$ cat src/rtl/ddrc_status_read.sv
// Read-side status window of the DDRC register block: live sequencer/MMCM status,
// run-done counter and sticky flags, plus a coherent shadow snapshot bank.
module ddrc_status_read #(
    parameter int unsigned                   AXI_RD_ADDR_BITS = 12,
    parameter logic [AXI_RD_ADDR_BITS-1:0]   SELECT_ADDR      = 12'h800,
    parameter logic [AXI_RD_ADDR_BITS-1:0]   SELECT_ADDR_MASK = 12'h800,
    parameter logic [AXI_RD_ADDR_BITS-1:0]   BUSY_ADDR        = 12'hc00,
    parameter logic [AXI_RD_ADDR_BITS-1:0]   BUSY_ADDR_MASK   = 12'hc00
) (
    input  logic                        clk,
    input  logic                        rst,
    input  logic [AXI_RD_ADDR_BITS-1:0] pre_raddr,
    input  logic                        start_rburst,
    input  logic [AXI_RD_ADDR_BITS-1:0] raddr,
    input  logic                        rd_en,
    output logic [31:0]                 rdata,
    output logic                        rdata_valid,
    output logic                        busy,
    input  logic                        run_done,
    input  logic                        seq_busy,
    input  logic                        dly_ready,
    input  logic [3:0]                  locked,
    input  logic [7:0]                  ps_out
);

    typedef enum logic [1:0] {
        IDLE  = 2'd0,
        SNAP1 = 2'd1,
        SNAP2 = 2'd2
    } state_t;

    function automatic logic addr_match(
        input logic [AXI_RD_ADDR_BITS-1:0] addr,
        input logic [AXI_RD_ADDR_BITS-1:0] val,
        input logic [AXI_RD_ADDR_BITS-1:0] mask
    );
        return ((addr ^ val) & mask) == {AXI_RD_ADDR_BITS{1'b0}};
    endfunction

    state_t      state_r;
    state_t      state_nxt_s;
    logic [15:0] run_cnt_r;
    logic        done_seen_r;
    logic        lock_lost_r;
    logic [3:0]  locked_d_r;
    logic [15:0] shadow_cnt_r;
    logic [1:0]  shadow_sticky_r;
    logic        s1_valid_r;
    logic [31:0] s1_data_r;
    logic [31:0] rdata_r;
    logic        rdata_valid_r;

    logic        sel_s;
    logic        shd_s;
    logic        pre_shd_s;
    logic        rd_hit_s;
    logic        clr_s;
    logic        fall_s;
    logic [31:0] src_data_s;

    assign sel_s     = addr_match(raddr, SELECT_ADDR, SELECT_ADDR_MASK);
    assign shd_s     = addr_match(raddr, BUSY_ADDR, BUSY_ADDR_MASK);
    assign pre_shd_s = addr_match(pre_raddr, BUSY_ADDR, BUSY_ADDR_MASK);
    assign rd_hit_s  = rd_en & sel_s;
    // Only a live read of the sticky register clears it; shadow reads are side-effect free.
    assign clr_s     = rd_hit_s & (raddr[1:0] == 2'd2) & ~shd_s;
    assign fall_s    = |(locked_d_r & ~locked);

    assign busy        = (start_rburst & pre_shd_s) | (state_r != IDLE);
    assign rdata       = rdata_r;
    assign rdata_valid = rdata_valid_r;

    // Source select for the addressed register, sampled by pipeline stage 1.
    always_comb begin
        src_data_s = 32'h0000_0000;
        case (raddr[1:0])
            2'd0:    src_data_s = {26'd0, locked, dly_ready, seq_busy};
            2'd1:    src_data_s = shd_s ? {16'd0, shadow_cnt_r} : {16'd0, run_cnt_r};
            2'd2:    src_data_s = shd_s ? {30'd0, shadow_sticky_r} : {30'd0, lock_lost_r, done_seen_r};
            2'd3:    src_data_s = {24'd0, ps_out};
            default: src_data_s = 32'h0000_0000;
        endcase
    end

    // Snapshot sequencer next state; requests outside IDLE are ignored.
    always_comb begin
        state_nxt_s = state_r;
        case (state_r)
            IDLE: begin
                if (start_rburst && pre_shd_s) begin
                    state_nxt_s = SNAP1;
                end else begin
                    state_nxt_s = IDLE;
                end
            end
            SNAP1:   state_nxt_s = SNAP2;
            SNAP2:   state_nxt_s = IDLE;
            default: state_nxt_s = IDLE;
        endcase
    end

    // State, counters, sticky flags, shadow bank and the two-stage read pipeline.
    always_ff @(posedge clk) begin
        if (rst) begin
            state_r         <= IDLE;
            run_cnt_r       <= 16'd0;
            done_seen_r     <= 1'b0;
            lock_lost_r     <= 1'b0;
            locked_d_r      <= 4'd0;
            shadow_cnt_r    <= 16'd0;
            shadow_sticky_r <= 2'd0;
            s1_valid_r      <= 1'b0;
            s1_data_r       <= 32'h0000_0000;
            rdata_r         <= 32'h0000_0000;
            rdata_valid_r   <= 1'b0;
        end else begin
            state_r     <= state_nxt_s;
            run_cnt_r   <= run_cnt_r + {15'd0, run_done};
            locked_d_r  <= locked;
            // Set events take priority over a coincident clear.
            done_seen_r <= (done_seen_r & ~clr_s) | run_done;
            lock_lost_r <= (lock_lost_r & ~clr_s) | fall_s;
            if (state_r == SNAP1) begin
                shadow_cnt_r    <= run_cnt_r;
                shadow_sticky_r <= {lock_lost_r, done_seen_r};
            end else begin
                shadow_cnt_r    <= shadow_cnt_r;
                shadow_sticky_r <= shadow_sticky_r;
            end
            s1_valid_r    <= rd_hit_s;
            s1_data_r     <= rd_hit_s ? src_data_s : 32'h0000_0000;
            rdata_valid_r <= s1_valid_r;
            rdata_r       <= s1_valid_r ? s1_data_r : 32'h0000_0000;
        end
    end

endmodule

$ cat config.mk
export PLATFORM = sky130hd
export DESIGN_NAME = ddrc_status_read
export DESIGN_NICKNAME = d
export VERILOG_FILES = /design/src/rtl/ddrc_status_read.sv
export SDC_FILE = /design/constraint.sdc
export NUM_CORES = 1
export LEC_CHECK = 0
export BUFFER_PORTS_ARGS = -buffer_cell sky130_fd_sc_hd__buf_2
export CAP_MARGIN = 20
export CORE_MARGIN = 4
export CORE_UTILIZATION = 45
export CTS_BUF_LIST = sky130_fd_sc_hd__clkbuf_16
export DETAILED_ROUTE_END_ITERATION = 8
export GPL_TIMING_DRIVEN = 0
export PLACE_DENSITY = 0.68
export SLEW_MARGIN = 0
export SYNTH_ARGS = -nofsm -noshare
export SYNTH_HDL_FRONTEND = slang
export SYNTH_SLANG_ARGS = --single-unit
$ cat constraint.sdc
create_clock -name clk -period 2.6 [get_ports clk]
set_input_delay 0.13 -clock clk [delete_from_list [all_inputs] [get_ports clk]]
set_output_delay 0.13 -clock clk [all_outputs]
set_load 0.01 [all_outputs]
==> impl_metrics.tcl, run 1 <==
set metrics [dict create \
    status "finished, final reports clean" \
    synth_seq_cells 76 \
    postPlaceCellArea_mm2 0.003418 \
    cts.hold.buffers_added 0 \
    drtPass1Iterations 4 \
    maxCapViolations 0 \
    vias 2463 \
    period_share_pct 73.54 \
    final_cell_area_mm2 0.003775 \
    sw_frac_of_total_pct 19.27 \
    fin_crit_ns 1.912 \
    finalMaxSlewViolations 0 \
    pwr_density_cell_mw_per_mm2 741.3 \
    drc 0 \
    post_cts_resized 0 \
    post_cts_buffers 0 \
    avgSynthCellArea_um2 8.845 \
    regArea_mm2 0.001521 \
    required_ns 2.82 \
    p_comb_share_pct 4.9 \
    total_power_mw 2.798 \
    fmax_ghz 0.5230 \
    post-dp-hpwl_um 4452 \
    end_kind "register" \
    internal-power_mw 2.259 \
    clockBufferDepth 2 \
    drive_gt1_share_pct 20.81 \
    seq_area_frac_synth_pct 49.71 \
    grt_pass1_vias 2275 \
    worst_pin_slew_ns 0.5199 \
    finalSetupViolCount 0 \
    overflow 0 \
    detail_route.iter0.violations 102 \
    antenna_found_initial 0 \
    synth.distinct_cells 44 \
    wl_um 6201 \
    rsz0062_at_grt "false" \
    synthToLayoutAreaGrowth_pct 23.34 \
    initial_utilization_pct 47.38 \
    die_w_um 90.47 \
    cp_max_fo 6 \
    core_area_mm2 0.006459 \
    wl_per_cell_um 12.53 \
    routabilityCongestion 0.7948 \
    worstSetupPathType "register to register" \
    num-nets-final 458 \
    vias_per_cell 4.976 \
    worstHoldPathType "input pin to register" \
    final_util_pct 58.45 \
    worst_clock_skew_ns 0.006095 \
    cts_sinks 76 \
    dieArea_mm2 0.008184 \
    antenna_left 0 \
    antennaDiodeCount 0 \
    die_h_um 90.47 \
    hold_violations 0 \
    tns_ns 0 \
    grt_use_total_pct 15.95 \
    setup.worst_path.start_class "register" \
    grt_max_degree 13 \
    synth_edf_count 0 \
    maxSlewHeadroom_pct 65.34 \
    pre_cts_ws_ns 0.6718 \
    clk-insertion-delay-late_ns 0.33 \
    cts.htree.levels 3 \
    seqPwrFrac_pct 42.5 \
    netlist_area_mm2 0.003060 \
    final.fill_count 566 \
    cts_buffers 9 \
    ys.flop_type "dfxtp_1" \
    yosys_warnings 0 \
    clkPwrFrac_pct 52.5 \
    cts-root-buf "clkbuf_16" \
    rows 29 \
    syn-instance-count 346 \
    ir_drop_mv 0.4094 \
    ios 77 \
    power_switching_uw 539.2 \
    multi_input_area_mm2 0.001346 \
    cts_tree "yes" \
    postSynth.asyncResetShare_pct 0 \
    cp.arrival_ns 2.13 \
    leakagePower_nw 1.588 \
    port_buffers 41 \
    grt_pass1_wl_um 10590 \
    clkSlewWorstSetupHoldPaths_ns 0.06 \
    fin_ws_ns 0.6879 \
]
[cell type report]
cell class | instances | share of cell area, %
clock buffers | 9 | 5.966
repair buffers | 41 | 5.436
plain buffers | 36 | 5.502
clock inverters | 7 | 3.480
multi-input cells | 238 | 35.66
inverters | 11 | 1.094
flip-flops and latches | 76 | 40.30
well taps | 77 | 2.552
[through the flow]
stage / hold slack, ns / std cells
CTS: 0.05220 / 495
finish: 0.05242 / 495
detailed placement: 0.3957 / 479
global route: 0.07384 / 495
global placement: 0.3856 / 479
floorplan: 0.2595 / 361
[critical path, stage by stage (launching register included)]
cell	delay, ns
dfxtp_1	0.39
ha_1	0.24
ha_1	0.25
nand2_1	0.21
nor4_1	0.34
mux2_2	0.36
[path summary, 6_finish.rpt]
kind / from / endpoint / slack, ns / depth (start not counted)
worst max-delay path: run_cnt_r[0] / run_cnt_r[14] / 0.69 / 5
worst min-delay path: locked[0] / locked_d_r[0] / 0.05 / 3
worst min register to register: s1_data_r[4] / rdata[4] / 0.42 / 1
worst max register to register: run_cnt_r[0] / run_cnt_r[14] / 0.69 / 5
[flip-flops by register name (all words and copies together), names as in the netlist, 2 cells and up]
register,count
locked_d_r,4
shadow_sticky_r,2
rdata,16
state_r,2
shadow_cnt_r,16
s1_data_r,16
run_cnt_r,16
[cells in the mapped netlist, types with 6 or more instances]
cell type  instances  area, um^2
clkbuf_1           9       33.78
nand2_1           59       221.5
buf_1              6       22.52
inv_1             10       37.54
nor2b_1            8       50.05
buf_4             16       120.1
o31ai_1            6       45.04
nand3_1           15       75.07
nor2_1            19       71.32
dfxtp_1           76        1521
and2_1            17       106.4
a21oi_1           38       190.2
[metal layers]
| layer | share of wire, % | routed length [um] | GRT usage (%) |
|---|---|---|---|
| met1 | 48 | 2961 | 20.59 |
| met2 | 45 | 2792 | 24.71 |
| met3 | 5.2 | 321 | 3.667 |
| met4 | 2.0 | 126 | 8.418 |
| met5 | 0 | 0 | 0 |
[placed cells by master, fill, tap and decap left out, types with 3 or more instances in the layout]
| cell | count |
|---|---|
| nor2b_1 | 8 |
| nand2_1 | 59 |
| inv_1 | 12 |
| buf_4 | 16 |
| o21ai_0 | 4 |
| and2_1 | 17 |
| and3_1 | 4 |
| clkbuf_1 | 9 |
| bufinv_16 | 4 |
| a21bo_2 | 4 |
| nor2_1 | 19 |
| a21oi_1 | 38 |
| clkbuf_16 | 9 |
| buf_2 | 45 |
| nor4_1 | 3 |
| a2111oi_0 | 3 |
| o31ai_1 | 6 |
| nand3_1 | 15 |
| buf_1 | 6 |
| a311o_1 | 4 |
| or4_1 | 4 |
| conb_1 | 16 |
| a211oi_1 | 3 |
| or3_1 | 4 |
| dfxtp_1 | 76 |
[cells by family after synthesis]
family / synth area share [%]
AOI/OAI and AO/OA: 14.06
xor gates and xnor gates: 0.8587
adders and majority gates: 0.8175
buffers and inverters: 8.136
DFF: 49.71
muxes: 2.126
other: 0.1225
and+or+nand+nor: 24.16
[power groups by stage]
stage	clock [mW]	combinational, mW	sequential, mW
CTS	1.49	0.137	1.19
global placement	0	0.136	1.21
detailed placement	0	0.136	1.22
floorplan	0	0.0932	1.21
global route	1.53	0.155	1.19
finish	1.47	0.138	1.19
No activity file was read; power rests on OpenSTA's default activity.
==> inputs of run 2 (changes only) <==
Clock period 2.6 ns to 1.9 ns, I/O delays scaled along.
==> run 2 against run 1 <==
Net effect: non-clock buffer count stayed put; clock power rose by 37%; die area stayed put; register-to-register slack worse by 0.59 ns; clock skew decreased by 0.00058 ns; setup slack worse by 0.59 ns; critical path depth stayed put; utilization increased by 0.25 points; sequential cell count did not move; critical endpoint unchanged; largest cell class unchanged; largest power group unchanged.
==> impl_metrics.tcl, run 2 (synthesized netlist as in run 1, its figures left out) <==
set metrics [dict create \
    pwr_density_cell_mw_per_mm2 1010 \
    crit_chain "ha_1 -> ha_2 -> nand2_2 -> nor4_2 -> mux2_2" \
    grt_max_degree 13 \
    setup.worst_path.start_class "register" \
    grt_pass1_vias 2275 \
    cts.htree.levels 3 \
    finalSetupViolCount 0 \
    clkSlewWorstSetupHoldPaths_ns 0.06 \
    routabilityCongestion 0.7948 \
    post-dp-hpwl_um 4452 \
    ios 77 \
    initial_utilization_pct 47.38 \
    cp_top_family "adder cells" \
    overflow 0 \
    dieArea_mm2 0.008184 \
    clockBufferDepth 2 \
    synthToLayoutAreaGrowth_pct 23.88 \
    end_kind "register" \
    worst_pin_slew_ns 0.5024 \
    wl_per_cell_um 12.61 \
    maxSlewHeadroom_pct 66.51 \
    drc 0 \
    maxCapViolations 0 \
    required_ns 2.12 \
    vias_per_cell 4.968 \
    finalMaxSlewViolations 0 \
    post_cts_buffers 0 \
    startpoint "run_cnt_r[0]" \
    ir_drop_mv 0.5585 \
    tns_ns 0 \
    worstHoldPathType "input pin to register" \
    cp_max_fo 6 \
    cts_tree "yes" \
    layout_common_cells "76 x dfxtp_1, 58 x nand2_1, 45 x buf_2, 38 x a21oi_1, 19 x nor2_1" \
    r2r-start "run_cnt_r[0]" \
    min_from "locked[0]" \
    rsz0062_at_grt "false" \
    dpl.cell_count 479 \
    final_cell_area_mm2 0.003791 \
    period_share_pct 94.95 \
    fin_cells 495 \
    die_h_um 90.47 \
    drtPass1Iterations 4 \
    antennaDiodeCount 0 \
    core_area_mm2 0.006459 \
    cts_sinks 76 \
    leakagePower_nw 1.587 \
    worstSetupPathType "register to register" \
    vias 2459 \
    hold_violations 0 \
    fmax_ghz 0.5543 \
    status "finished, final reports clean" \
    cts.hold.buffers_added 0 \
    cp.arrival_ns 2.02 \
    postPlaceCellArea_mm2 0.003418 \
    rows 29 \
    detail_route.iter0.violations 128 \
    antenna_left 0 \
    slowest_stage "dfxtp_1" \
    die_w_um 90.47 \
    grt_use_total_pct 15.95 \
    clk-insertion-delay-late_ns 0.33 \
    antenna_found_initial 0 \
    fin_crit_ns 1.804 \
    drive_gt1_share_pct 21.77 \
    num-nets-final 458 \
    port_buffers 41 \
    final_common_cell "dfxtp_1" \
    grt_pass1_wl_um 10590 \
    worst_clock_skew_ns 0.005515 \
    cts_buffers 9 \
    cts-root-buf "clkbuf_16" \
    max_stage_delay_ns 0.39 \
    path_buf_inv 0 \
    wl_um 6241 \
]
==> run 2: layer usage <==
layer	share of wire (%)	global-route usage [%]	up-vias	wire, um
met3	4.7	3.667	12	291
met2	45	24.71	70	2819
met1	48	20.59	1094	2984
met4	2.3	8.418	0	145
met5	0	0	-	0
li1	-	-	1283	-
==> run 2: where the power goes <==
part	leakage [nW]	internal (mW)	total [mW]	switching [mW]
sequential	0.615	1.61	1.63	0.0147
combinational	0.792	0.0766	0.190	0.113
clock	0.180	1.40	2.01	0.610
==> run 2: worst register-to-register path, delay by kind of cell, from the launching register on <==
family	cells	cell delay, ns
adders and majority gates	2	0.52
DFF	1	0.39
and+or+nand+nor	2	0.43
muxes	1	0.36
==> run 2: layout make-up <==
| class | instances | area [um^2] |
|---|---|---|
| plain buffers | 36 | 207.7 |
| clock buffers | 9 | 225.2 |
| clock inverters | 7 | 131.4 |
| fillers | 566 | 2668 |
| inverters | 11 | 41.29 |
| multi-input cells | 238 | 1363 |
| flip-flops and latches | 76 | 1521 |
| well taps | 77 | 96.34 |
| repair buffers | 41 | 205.2 |
==> run 2: final timing paths <==
path | to | slack, ns | depth (start not counted)
max | run_cnt_r[14] | 0.1 | 5
min reg2reg | rdata[4] | 0.42 | 1
min | locked_d_r[0] | 0.02 | 3
max reg2reg | run_cnt_r[14] | 0.1 | 5
==> run 2: per-stage QoR <==
stage	setup slack [ns]	hold WS, ns	total power, mW	utilization (%)
2_1_floorplan	0.2475	0.2245	1.786	-
3_3_place_gp	-0.004107	0.3506	1.848	52.93
3_5_place_dp	-0.02819	0.3607	1.849	52.93
4_1_cts	0.06041	0.01720	3.854	58.49
5_1_grt	0.01381	0.03884	3.943	58.70
6_report	0.09592	0.01995	3.830	58.70
==> run 2: repair_timing <==
action	in CTS	in global routing
gates resized for setup	1	3
cloned	0	0
setup endpoints to repair	1	2
==> inputs of run 3 (changes only) <==
Clock period 1.9 ns to 1.8 ns, I/O delays scaled along.
==> run 3 against run 2 <==
Net effect: hold slack worse by 0.0043 ns; sequential power is 6% higher; count of clock-buffer cells in the layout stayed put; total power is 5.4% higher; critical path type unchanged; die area stayed put; routed wire length is 0.22% lower; combinational power is 5% higher; sequential cell count stayed put; fmax is 5.9% higher; cell area is 0.13% higher; clock power is 5% higher; largest cell class unchanged; sequential share of layout area hardly changed.
==> impl_metrics.tcl, run 3 (synthesized netlist as in run 1, its figures left out) <==
set metrics [dict create \
    finalMaxSlewViolations 0 \
    finalSetupViolCount 0 \
    antenna_left 0 \
    drtPass1Iterations 4 \
    antenna_found_initial 0 \
    rows 29 \
    grt_use_total_pct 15.93 \
    port_buffers 41 \
    clkSlewWorstSetupHoldPaths_ns 0.06 \
    required_ns 2.02 \
    fin_ws_ns 0.09638 \
    grt_pass1_vias 2272 \
    initial_utilization_pct 47.38 \
    die_w_um 90.47 \
    cts_buffers 9 \
    core_area_mm2 0.006459 \
    end_kind "register" \
    cts.htree.levels 3 \
    cp_max_fo 8 \
    hold_violations 0 \
    vias_per_cell 4.919 \
    wl_per_cell_um 12.58 \
    r2r-start "run_cnt_r[0]" \
    worst_clock_skew_ns 0.008161 \
    drive_gt1_share_pct 22.25 \
    worstSetupPathType "register to register" \
    status "finished, final reports clean" \
    maxCapViolations 0 \
    ios 77 \
    synthToLayoutAreaGrowth_pct 24.04 \
    timing.reg2reg.setup_slack_ns 0.1 \
    clkPwrFrac_pct 52.4 \
    dpl.cell_count 479 \
    r2r_cells 4 \
    layout_common_cells "75 x dfxtp_1, 58 x nand2_1, 45 x buf_2, 38 x a21oi_1, 19 x nor2_1" \
    num-nets-final 458 \
    internal-power_mw 3.264 \
    worstHoldPathType "input pin to register" \
    ir_drop_mv 0.5878 \
    fin_crit_ns 1.704 \
    p_comb_share_pct 5.0 \
    seqPwrFrac_pct 42.6 \
    period_share_pct 94.65 \
    clk-insertion-delay-late_ns 0.33 \
    grt_pass1_wl_um 10570 \
    final_common_cell "dfxtp_1" \
    pre_cts_ws_ns -0.1282 \
    tns_ns 0 \
    setup.worst_path.start_class "register" \
    detail_route.iter0.violations 121 \
    cts_tree "yes" \
    power_switching_uw 771.7 \
    die_h_um 90.47 \
    cp.arrival_ns 1.92 \
    post_cts_buffers 0 \
    sw_frac_of_total_pct 19.12 \
    grt_max_degree 13 \
    final.fill_count 565 \
    pwr_density_cell_mw_per_mm2 1063 \
    cts-root-buf "clkbuf_16" \
    clockBufferDepth 2 \
    crit_path_end "run_cnt_r[13]" \
    overflow 0 \
    vias 2435 \
    fin_cells 495 \
    startpoint "run_cnt_r[0]" \
    leakagePower_nw 1.585 \
    fmax_ghz 0.5870 \
    drc 0 \
    cts_sinks 76 \
    final_util_pct 58.78 \
    r2r_end "run_cnt_r[13]" \
    wl_um 6227 \
    dieArea_mm2 0.008184 \
    antennaDiodeCount 0 \
    post-dp-hpwl_um 4452 \
    rsz0062_at_grt "false" \
    routabilityCongestion 0.7948 \
    total_power_mw 4.036 \
]
-- run 3: timing repair --
action / in CTS / in global routing
resized for setup: 3 / 3
setup endpoints to repair: 3 / 5
endpoints found under the hold margin: 0 / 0
hold buffers: 0 / 0
-- run 3: cell type report --
cell class / instances / area, um^2 / share of cell area [%]
plain buffers: 36 / 207.7 / 5.471
clock buffers: 9 / 225.2 / 5.933
clock inverters: 7 / 131.4 / 3.461
inverters: 11 / 41.29 / 1.088
multi-input cells: 238 / 1366 / 35.99
flip-flops and latches: 76 / 1523 / 40.11
well taps: 77 / 96.34 / 2.538
repair buffers: 41 / 205.2 / 5.405
-- run 3: worst max-delay path, cell delays in order, from the launching register on --
cell	delay [ns]
dfxtp_2	0.36
ha_2	0.21
nand3_1	0.29
nor4_2	0.36
mux2_2	0.36
-- run 3: how the worst min path moves through the flow --
stage,startpoint,endpoint,slack [ns],cells after the start
after floorplan,run_done,done_seen_r,0.22,2
final,locked[0],locked_d_r[0],0.02,3
after detailed placement,locked[0],locked_d_r[0],0.36,3
after CTS,locked[0],locked_d_r[0],0.01,3
after global routing,locked[0],locked_d_r[0],0.03,3
after global placement,locked[0],locked_d_r[0],0.35,3
-- run 3: metrics by stage --
step	hold slack, ns	cell area (um^2)
final	0.01569	3796
after global routing	0.03384	3796
after CTS	0.01220	3786
after detailed placement	0.3557	3418
after global placement	0.3456	3418
after floorplan	0.2195	3117
-- run 3: routing by layer --
layer	track usage (%)	share of wire (%)
met4	8.418	1.5
met3	3.667	5.2
met2	24.64	46
met5	0	0
met1	20.59	48
-- run 3: power by group through the flow --
stage          clock network (mW)  registers, mW  logic, mW
2_1_floorplan                   0           1.75      0.135
3_3_place_gp                    0           1.75      0.196
3_5_place_dp                    0           1.76      0.197
4_1_cts                      2.15           1.72      0.199
5_1_grt                      2.22           1.72      0.226
6_report                     2.12           1.72      0.200
